<file path="config.mk">
export PLATFORM = sky130hd
export DESIGN_NAME = root_hub_link_flat
export DESIGN_NICKNAME = d
export VERILOG_FILES = /design/src/rtl/root_hub_link_if.sv /design/src/rtl/root_hub_link.sv /design/src/flat_wrapper.sv
export SDC_FILE = /design/constraint.sdc
export NUM_CORES = 1
export LEC_CHECK = 0
export BUFFER_PORTS_ARGS = -buffer_cell sky130_fd_sc_hd__buf_4
export CAP_MARGIN = 10
export CORE_AREA = 2 2 263 265
export CTS_BUF_LIST = sky130_fd_sc_hd__clkbuf_8
export CTS_CLUSTER_DIAMETER = 200
export CTS_CLUSTER_SIZE = 20
export DETAILED_ROUTE_END_ITERATION = 16
export DIE_AREA = 0 0 265 267
export PLACE_DENSITY_LB_ADDON = 0.1
export SLEW_MARGIN = 20
export SYNTH_ARGS = -nofsm -noshare
export SYNTH_HDL_FRONTEND = slang
export SYNTH_SLANG_ARGS = --single-unit
</file>
<file path="constraint.sdc">
create_clock -name clk -period 1.9 [get_ports clk]
set_input_delay 0.095 -clock clk [delete_from_list [all_inputs] [get_ports clk]]
set_output_delay 0.095 -clock clk [all_outputs]
set_load 0.03 [all_outputs]
</file>
<file path="src/rtl/root_hub_link_if.sv">
// Bundle of the root hub link handshake buses: controller downstream and upstream ports
// plus the per-child transmit and receive links.
interface root_hub_link_if #(
   parameter int NUM_CHILDREN   = 4,
   parameter int DROP_CNT_WIDTH = 16
);
   logic [63:0]                 down_in_data;
   logic                        down_in_valid;
   logic                        down_in_ready;
   logic [64*NUM_CHILDREN-1:0]  child_tx_data;
   logic [NUM_CHILDREN-1:0]     child_tx_valid;
   logic [NUM_CHILDREN-1:0]     child_tx_ready;
   logic [64*NUM_CHILDREN-1:0]  child_rx_data;
   logic [NUM_CHILDREN-1:0]     child_rx_valid;
   logic [NUM_CHILDREN-1:0]     child_rx_ready;
   logic [63:0]                 up_out_data;
   logic                        up_out_valid;
   logic                        up_out_ready;
   logic [DROP_CNT_WIDTH-1:0]   drop_count;
   logic                        busy;

   modport master (
      output down_in_data, down_in_valid, child_tx_ready,
             child_rx_data, child_rx_valid, up_out_ready,
      input  down_in_ready, child_tx_data, child_tx_valid, child_rx_ready,
             up_out_data, up_out_valid, drop_count, busy
   );

   modport slave (
      input  down_in_data, down_in_valid, child_tx_ready,
             child_rx_data, child_rx_valid, up_out_ready,
      output down_in_ready, child_tx_data, child_tx_valid, child_rx_ready,
             up_out_data, up_out_valid, drop_count, busy
   );
endinterface

</file>
<file path="src/rtl/root_hub_link.sv">
// Root-side hub: routes controller messages to leaf links by destination ID (or broadcast)
// and merges leaf messages round-robin into one upstream stream stamped with the source ID.
module root_hub_link #(
   parameter int         NUM_CHILDREN   = 4,
   parameter logic [7:0] BROADCAST_ID   = 8'hFF,
   parameter int         DROP_CNT_WIDTH = 16
) (
   input  logic           clk,
   input  logic           reset,
   root_hub_link_if.slave bus
);
   localparam int         PTR_W  = (NUM_CHILDREN > 1) ? $clog2(NUM_CHILDREN) : 1;
   localparam logic [7:0] MAX_ID = 8'(NUM_CHILDREN);

   typedef enum logic {IDLE, SEND} state_t;

   state_t                    state_reg;
   logic [63:0]               tx_data_reg [NUM_CHILDREN];
   logic [NUM_CHILDREN-1:0]   tx_valid_reg;
   logic [DROP_CNT_WIDTH-1:0] drop_cnt_reg;
   logic [63:0]               up_data_reg;
   logic                      up_valid_reg;
   logic [PTR_W-1:0]          ptr_reg;

   logic [63:0]               rx_data [NUM_CHILDREN];
   logic [7:0]                dest;
   logic                      dest_bcast;
   logic                      dest_unicast;
   logic [NUM_CHILDREN-1:0]   dest_mask;
   logic [NUM_CHILDREN-1:0]   tx_valid_next;
   logic                      up_free;
   logic                      grant_found;
   logic [PTR_W-1:0]          grant_idx;
   logic [PTR_W:0]            cand;

   assign dest          = bus.down_in_data[55:48];
   assign dest_bcast    = (dest == BROADCAST_ID);
   assign dest_unicast  = (dest != 8'd0) && (dest <= MAX_ID);
   assign tx_valid_next = tx_valid_reg & ~bus.child_tx_ready;
   assign up_free       = !up_valid_reg || bus.up_out_ready;

   genvar gi;
   generate
      for (gi = 0; gi < NUM_CHILDREN; gi++) begin : g_child
         assign dest_mask[gi]                 = dest_bcast || (dest_unicast && dest == 8'(gi + 1));
         assign bus.child_tx_data[gi*64 +: 64] = tx_data_reg[gi];
         assign rx_data[gi]                    = bus.child_rx_data[gi*64 +: 64];
         assign bus.child_rx_ready[gi]         = up_free && grant_found && (grant_idx == PTR_W'(gi));
      end
   endgenerate

   // Downstream FSM: a message stays in SEND until every addressed child has taken it.
   always_ff @(posedge clk or negedge reset) begin
      if (!reset) begin
         state_reg    <= IDLE;
         tx_valid_reg <= '0;
         drop_cnt_reg <= '0;
         for (int k = 0; k < NUM_CHILDREN; k++) tx_data_reg[k] <= '0;
      end else begin
         case (state_reg)
            IDLE: begin
               if (bus.down_in_valid) begin
                  if (|dest_mask) begin
                     for (int k = 0; k < NUM_CHILDREN; k++)
                        if (dest_mask[k]) tx_data_reg[k] <= bus.down_in_data;
                     tx_valid_reg <= dest_mask;
                     state_reg    <= SEND;
                  end else if (drop_cnt_reg != '1) begin
                     drop_cnt_reg <= drop_cnt_reg + DROP_CNT_WIDTH'(1);
                  end
               end
            end
            SEND: begin
               tx_valid_reg <= tx_valid_next;
               if (tx_valid_next == '0) state_reg <= IDLE;
            end
            default: state_reg <= IDLE;
         endcase
      end
   end

   // First valid child at or after the pointer, scanning cyclically.
   always_comb begin
      grant_found = 1'b0;
      grant_idx   = '0;
      cand        = '0;
      for (int i = 0; i < NUM_CHILDREN; i++) begin
         cand = {1'b0, ptr_reg} + (PTR_W+1)'(i);
         if (cand >= (PTR_W+1)'(NUM_CHILDREN)) cand = cand - (PTR_W+1)'(NUM_CHILDREN);
         if (!grant_found && bus.child_rx_valid[cand[PTR_W-1:0]]) begin
            grant_found = 1'b1;
            grant_idx   = cand[PTR_W-1:0];
         end
      end
   end

   always_ff @(posedge clk or negedge reset) begin
      if (!reset) begin
         up_data_reg  <= '0;
         up_valid_reg <= 1'b0;
         ptr_reg      <= '0;
      end else if (up_free) begin
         if (grant_found) begin
            up_data_reg  <= {rx_data[grant_idx][63:56], 8'(grant_idx) + 8'd1, rx_data[grant_idx][47:0]};
            up_valid_reg <= 1'b1;
            ptr_reg      <= (grant_idx == PTR_W'(NUM_CHILDREN - 1)) ? '0 : grant_idx + PTR_W'(1);
         end else begin
            up_valid_reg <= 1'b0;
         end
      end
   end

   assign bus.down_in_ready  = (state_reg == IDLE);
   assign bus.child_tx_valid = tx_valid_reg;
   assign bus.up_out_data    = up_data_reg;
   assign bus.up_out_valid   = up_valid_reg;
   assign bus.drop_count     = drop_cnt_reg;
   assign bus.busy           = (state_reg == SEND) || up_valid_reg || (|bus.child_rx_valid);
endmodule

</file>
<file path="src/flat_wrapper.sv">
// flat-port wrapper written by rule: the top's interface ports become plain ports
module root_hub_link_flat 
#(
   parameter int         NUM_CHILDREN   = 4,
   parameter logic [7:0] BROADCAST_ID   = 8'hFF,
   parameter int         DROP_CNT_WIDTH = 16
)
  (clk, reset, bus_down_in_data, bus_down_in_valid, bus_child_tx_ready, bus_child_rx_data, bus_child_rx_valid, bus_up_out_ready, bus_down_in_ready, bus_child_tx_data, bus_child_tx_valid, bus_child_rx_ready, bus_up_out_data, bus_up_out_valid, bus_drop_count, bus_busy);
  root_hub_link_if #(.NUM_CHILDREN(NUM_CHILDREN), .DROP_CNT_WIDTH(DROP_CNT_WIDTH)) bus_i ();
  input  logic clk;
  input  logic reset;
  input wire logic [$bits(bus_i.down_in_data)-1:0] bus_down_in_data;
  input wire logic [$bits(bus_i.down_in_valid)-1:0] bus_down_in_valid;
  input wire logic [$bits(bus_i.child_tx_ready)-1:0] bus_child_tx_ready;
  input wire logic [$bits(bus_i.child_rx_data)-1:0] bus_child_rx_data;
  input wire logic [$bits(bus_i.child_rx_valid)-1:0] bus_child_rx_valid;
  input wire logic [$bits(bus_i.up_out_ready)-1:0] bus_up_out_ready;
  output wire logic [$bits(bus_i.down_in_ready)-1:0] bus_down_in_ready;
  output wire logic [$bits(bus_i.child_tx_data)-1:0] bus_child_tx_data;
  output wire logic [$bits(bus_i.child_tx_valid)-1:0] bus_child_tx_valid;
  output wire logic [$bits(bus_i.child_rx_ready)-1:0] bus_child_rx_ready;
  output wire logic [$bits(bus_i.up_out_data)-1:0] bus_up_out_data;
  output wire logic [$bits(bus_i.up_out_valid)-1:0] bus_up_out_valid;
  output wire logic [$bits(bus_i.drop_count)-1:0] bus_drop_count;
  output wire logic [$bits(bus_i.busy)-1:0] bus_busy;
  assign bus_i.down_in_data = bus_down_in_data;
  assign bus_i.down_in_valid = bus_down_in_valid;
  assign bus_i.child_tx_ready = bus_child_tx_ready;
  assign bus_i.child_rx_data = bus_child_rx_data;
  assign bus_i.child_rx_valid = bus_child_rx_valid;
  assign bus_i.up_out_ready = bus_up_out_ready;
  assign bus_down_in_ready = bus_i.down_in_ready;
  assign bus_child_tx_data = bus_i.child_tx_data;
  assign bus_child_tx_valid = bus_i.child_tx_valid;
  assign bus_child_rx_ready = bus_i.child_rx_ready;
  assign bus_up_out_data = bus_i.up_out_data;
  assign bus_up_out_valid = bus_i.up_out_valid;
  assign bus_drop_count = bus_i.drop_count;
  assign bus_busy = bus_i.busy;
  root_hub_link #(.NUM_CHILDREN(NUM_CHILDREN), .BROADCAST_ID(BROADCAST_ID), .DROP_CNT_WIDTH(DROP_CNT_WIDTH)) u_core (.clk(clk), .reset(reset), .bus(bus_i));
endmodule
</file>
==> results of run 1 <==
-- cell families after synthesis --
group	after synthesis
adder cells (fa/ha/maj)	5
multiplexers	346
flip-flops	337
XOR/XNOR	15
buffers and inverters	90
AND/OR/NAND/NOR	81
AO/OA/AOI/OAI	152
other	1
-- how the worst max path moves through the flow --
| stage | to | slack, ns | depth (start not counted) |
|---|---|---|---|
| final | bus_child_rx_ready[0] | -0.51 | 9 |
| after global placement | u_core.bus.child_tx_data[65] | -0.19 | 7 |
| after detailed placement | u_core.bus.child_tx_data[116] | -0.21 | 8 |
| after global routing | bus_child_rx_ready[0] | -0.64 | 9 |
| after CTS | bus_child_rx_ready[1] | -0.67 | 8 |
| after floorplan | bus_child_rx_ready[0] | -0.15 | 8 |
-- what timing repair did --
| action | in CTS | in global routing |
|---|---|---|
| hold buffers | 297 | 0 |
| resized for setup | 184 | 165 |
| cloned | 10 | 11 |
| buffers inserted | 23 | 26 |
| pin swaps | 48 | 20 |
| setup endpoints to repair | 64 | 212 |
| endpoints found under the hold margin | 586 | 0 |
-- layout by cell type, fill, tap and decap left out, types with 4 or more instances in the layout --
cell	n
a21o_1	8
a22oi_1	4
a22oi_2	53
and3_1	5
and3_4	5
buf_12	33
buf_16	9
buf_4	710
buf_6	14
buf_8	12
clkbuf_16	9
clkbuf_8	21
conb_1	5
dfrtp_1	331
dfrtp_2	6
dlygate4sd3_1	295
ha_4	5
inv_1	26
mux2_1	17
mux2_2	113
mux2_4	158
mux2i_1	40
mux2i_2	9
mux2i_4	9
nand2_1	13
nand2b_1	5
nand3_1	10
nor2_1	10
o21ai_0	10
o21ai_1	62
xnor2_1	4
xor2_1	11
-- layout make-up --
cell class,instances,area share
clock inverters,4,0.000616
repair buffers,1083,0.370
multi-input cells,604,0.254
clock buffers,21,0.0109
flip-flops and latches,337,0.319
diodes,3,0.000284
inverters,24,0.00369
well taps,882,0.0418
-- per-layer routing --
metal  share of wire  track usage  routed length [microns]  vias to the layer above
met2            0.52        0.300                    32200                      432
met4           0.035       0.0571                     2160                        2
met1            0.39        0.187                    24600                     6247
li1                -            -                        -                     5761
met3           0.056       0.0371                     3490                       83
met5         0.00011            0                        7                        -
-- through the flow --
step	total power, mW	hold WS (ns)
final	22.5	0.0882
after global routing	23.7	0.0499
after CTS	22.5	0.00439
after detailed placement	17.0	0.0677
after global placement	17.0	0.0647
after floorplan	13.2	-0.201
-- critical path, delay by kind of cell (launching register included) --
| kind | cells | cell delay [ns] |
|---|---|---|
| fa+ha+maj | 1 | 0.14 |
| compound gates | 1 | 0.25 |
| simple gates | 2 | 0.23 |
| mux | 1 | 0.21 |
| flops | 1 | 0.43 |
| buf+inv | 4 | 0.44 |
-- power by group --
group	switching [mW]	internal, mW
Sequential	0.726	8.20
Combinational	5.21	4.98
Clock	2.38	1.02
Total	8.32	14.2
==> results.toml, run 1 <==
[pwr]
powerDensity_nw_per_um2 = 852
leakage_nw = 13.3
ir_worst_vdd_mv = 0.413

[setup_path]
rr_startpoint = "u_core.bus.up_out_data[49]"
critPathCaptureType = "primary output"
path_class = "flip-flop to primary output"
cp_cell_sequence = "mux2i_1 -> nor2_1 -> a311oi_4 -> buf_12 -> buf_12 -> inv_8 -> ha_4 -> and3_4 -> buf_6"
worstPathArrival_ns = 2.31
critPathRequiredTime_ns = 1.80
r2r_cells = 11
startpoint_type = "flip-flop"
r2r_end = "u_core.bus.up_out_data[31]"
cp_max_fo = 5
r2r_slack_ns = -0.41
path_common_cell = "buf_12"
slowest_delay_ns = 0.43
slowest_stage = "dfrtp_2"
cp-startpoint = "u_core.bus.up_out_data[49]"

[synthesis]
synthAdderAreaFrac = 0.00430
synth-edff-count = 0
ys_seq_elements = 337
avgSynthCellArea_sq_um = 14.2
synthDistinctLibCells = 49
synth.largest_area_cell = "dfrtp_1"
synthTopCellsByCount = "337 x dfrtp_1, 212 x mux2_2, 58 x mux2i_1, 57 x a22oi_1, 56 x o21ai_0"
yosysSeqAreaShare = 0.580
yosys.area.top_type_share = 0.580
async_flop_share = 1.00
yosysMostFrequentCell = "dfrtp_1"
synth_top_family_by_area = "multiplexers"
yosys_warnings = 0
synth_compound_area_frac = 0.0668
synth_simple_gate_area_share = 0.0300
synth_mux_area_frac = 0.270
synth_xor_area_frac = 0.00903
syn_inst = 1027
synthFlopType = "dfrtp_1"
synthesis.area_sq_um = 14500
synth_area_leaders = "dfrtp_1 58%, mux2_2 16%, mux2i_1 4.0%"

[placement]
postPlaceCellArea_sq_um = 21000
place_inst = 2568
dp_hpwl_microns = 43500
numPortBuffers = 641
pre_cts_slack_ns = -0.208
gp_congestion = 0.793

[cts]
clock-sinks = 337
cts_buffers = 20
clk_pin_slew_ns = 0.14
cts_tree = "built"
cts_root_buf = "clkbuf_8"
cts_buffer_depth = 3
clock_latency_ns = 0.61
htree_num_levels = 1

[grt]
grt_pass1_vias = 13581
antenna_found_initial = 3
grt_max_degree = 60
grt_overflow = 0
grt_first_pass_wirelength_microns = 88300
track_usage = 0.164

[cells_and_area]
multi_input_area_sq_um = 6700
fin_util = 0.389
stdcell_area_sq_um = 26400
area_growth_pct = 81.7
drive_gt1_frac = 0.577
fillers = 6592
finalNetCount = 2407
largest_reg_flops = 256
instances_no_fill = 2958
seqCellArea_sq_um = 8440

[min_path]
holdPathStages = 5
min_to = "u_core.bus.up_out_data[49]"
hold_class = "primary input to flip-flop"
hp-start = "bus_child_rx_valid[1]"

[sta]
rsz0062_at_grt = "true"
final-hold-violation-count = 0
max_freq_ghz = 0.416
setup-tns-final_ns = -24.65
slew_viol_final = 0
setup_violations = 128
finalCritPeriodShare = 1.27
setup_ws_ns = -0.506
min_period_ns = 2.41
skew_ns = 0.0292

[detailed_routing]
ant_nets = 0
dr_total_vias = 12525
finalWirelength_microns = 62500
via_per_inst = 4.23
drt_iter0_markers = 462
wire_per_inst_microns = 21.1
drc_errors = 0
firstDrtPassIters = 4

[floorplanning]
io_pins = 679
dieWidth_microns = 265
core-area_sq_um = 68000
rows = 96
die_height_microns = 267
initial_utilization = 0.214
dieArea_sq_um = 70800

[flow_run]
maxCapViolations = 0

[outcome]
violations = "setup timing"
status = "finished with violations"
(Power assumes the default switching activity.)
==> inputs of run 2 (changes only) <==
--- a/config.mk
+++ b/config.mk
@@ -5,8 +5,8 @@
 export SDC_FILE = /design/constraint.sdc
 export NUM_CORES = 1
 export LEC_CHECK = 0
-export BUFFER_PORTS_ARGS = -buffer_cell sky130_fd_sc_hd__buf_4
-export CAP_MARGIN = 10
+export BUFFER_PORTS_ARGS = -buffer_cell sky130_fd_sc_hd__clkbuf_2
+export CAP_MARGIN = 20
 export CORE_AREA = 2 2 263 265
 export CTS_BUF_LIST = sky130_fd_sc_hd__clkbuf_8
 export CTS_CLUSTER_DIAMETER = 200
==> run 2 against run 1 <==
Combinational power fell by 21%. Cell area fell by 13%. The flow still finishes with violations (setup timing). Via count fell by 3.3%. Largest cell class is now sequential cells. Critical path type unchanged. Die area did not move. Clock-buffer cell count did not move. Clock power barely moved. Routed wire length fell by 8.3%. Worst setup slack improved by 0.042 ns. First-iteration DRC count rose by 5.2%. Cell count fell by 1.5%. Register-to-register slack got worse by 0.04 ns.
==> results.toml, run 2 (synthesized netlist as in run 1, its figures left out) <==
[sta]
skew_ns = 0.0127
setup_ws_ns = -0.463
min_period_ns = 2.36
max_freq_ghz = 0.423
slew_viol_final = 0
final-hold-violation-count = 0
rsz0062_at_grt = "true"
setup_violations = 60
finalCritPeriodShare = 1.24

[cells_and_area]
fillers = 6916
final_cell_mix = "635 x clkbuf_2, 331 x dfrtp_1, 295 x dlygate4sd3_1, 206 x mux2_2, 70 x buf_4"
mostFrequentLayoutCell = "clkbuf_2"
instances_no_fill = 2915
largest_reg_flops = 256
area_growth_pct = 58.9
finalNetCount = 2365
drive_gt1_frac = 0.518

[cts]
cts_buffers = 20
cts_tree = "built"
htree_num_levels = 1
clock-sinks = 337
cts_root_buf = "clkbuf_8"
clk_pin_slew_ns = 0.14
clock_latency_ns = 0.61
cts_buffer_depth = 3

[floorplanning]
io_pins = 679
dieArea_sq_um = 70800
die_height_microns = 267
core-area_sq_um = 68000
rows = 96
initial_utilization = 0.214
dieWidth_microns = 265

[detailed_routing]
dr_total_vias = 12115
firstDrtPassIters = 4
via_per_inst = 4.16
drt_iter0_markers = 486
ant_nets = 0
finalWirelength_microns = 57300
drc_errors = 0
wire_per_inst_microns = 19.7

[grt]
grt_first_pass_wirelength_microns = 84500
antenna_found_initial = 5
grt_max_degree = 57
grt_overflow = 0
grt_pass1_vias = 13255
track_usage = 0.157

[setup_path]
worstPathArrival_ns = 2.27
path_class = "flip-flop to primary output"
startpoint_type = "flip-flop"
critPathCaptureType = "primary output"
critPathRequiredTime_ns = 1.80
cp_max_fo = 4

[outcome]
status = "finished with violations"
violations = "setup timing"

[placement]
gp_congestion = 0.814
numPortBuffers = 641
dp_hpwl_microns = 42400
pre_cts_slack_ns = -0.232
place_inst = 2583

[pwr]
powerDensity_nw_per_um2 = 874
power_mw = 20.2
leakage_nw = 12.1
ir_worst_vdd_mv = 0.402

[flow_run]
maxCapViolations = 0

[min_path]
hold_class = "primary input to asynchronous set/reset pin"
[run 2: cell count changes in the layout (fill, tap and decap cells not counted), moves of 8 or more]
| cell | delta |
|---|---|
| clkbuf_2 | +635 |
| o21ai_0 | +39 |
| buf_4 | -640 |
| mux2_2 | +93 |
| a22oi_1 | +52 |
| buf_6 | -8 |
| o21ai_1 | -38 |
| mux2i_2 | -8 |
| mux2i_4 | -9 |
| mux2_4 | -123 |
| a22oi_2 | -52 |
| mux2_1 | +30 |
| buf_16 | -8 |
| mux2i_1 | +17 |
[run 2: layer usage]
| layer | vias to the layer above | GRT usage | part of all wire |
|---|---|---|---|
| met2 | 403 | 0.282 | 0.51 |
| met3 | 80 | 0.0360 | 0.060 |
| met5 | - | 0 | 0.00072 |
| met4 | 6 | 0.0489 | 0.030 |
| met1 | 5972 | 0.183 | 0.40 |
| li1 | 5654 | - | - |
[run 2: path summary, 6_finish.rpt]
| check | start | depth (start not counted) | slack [ns] | end |
|---|---|---|---|---|
| max | u_core.bus.up_out_data[49] | 8 | -0.46 | bus_child_rx_ready[1] |
| min | reset | 3 | 0.17 | u_core.bus.child_tx_data[218] |
| max reg2reg | u_core.bus.up_out_data[49] | 10 | -0.45 | u_core.bus.up_out_data[35] |
| min reg2reg | u_core.bus.child_tx_data[52] | 1 | 0.49 | u_core.bus.child_tx_data[52] |
| max in group asynchronous | reset | 3 | 1.28 | u_core.bus.child_tx_data[58] |
| min in group clk | bus_child_rx_valid[0] | 5 | 0.17 | u_core.bus.up_out_data[49] |
[run 2: area by class of cell]
type	instances	area (sq um)	area share
Antenna cell	2	5.00	0.000217
Clock buffer	21	289	0.0125
Clock inverter	4	16.3	0.000704
Inverter	24	90.1	0.00390
Multi-Input combinational cell	604	5750	0.249
Sequential cell	337	8440	0.365
Tap cell	882	1100	0.0477
Timing Repair Buffer	1041	7420	0.321
[run 2: repair_timing]
action / in CTS / in global routing
gates cloned: 0 / 2
endpoints found under the setup margin: 63 / 70
setup buffers: 2 / 5
pin swaps: 3 / 4
hold buffers: 296 / 0
hold endpoints to repair: 601 / 0
resized for setup: 20 / 33
[run 2: critical path, stage by stage (launching register included)]
cell and delay (ns):
dfrtp_2 0.42, mux2i_1 0.21, nor2_1 0.08, a311oi_4 0.24, buf_12 0.15, buf_6 0.09, ha_1 0.13, and3_4 0.19
clkbuf_16 0.15
[run 2: metrics by stage]
stage	utilization	hold slack [ns]	instance area, sq um	setup TNS (ns)
floorplan	-	-0.201	14600	-7.73
global placement	0.287	0.0498	19500	-36.31
detailed placement	0.287	0.0485	19500	-40.09
CTS	0.337	0.115	22900	-26.08
global route	0.340	0.146	23100	-29.83
finish	0.340	0.170	23100	-22.61
[run 2: where the power goes]
group | switching (mW) | internal (mW)
clock | 2.36 | 1.02
sequential | 0.615 | 8.20
combinational | 4.75 | 3.27
total | 7.72 | 12.5
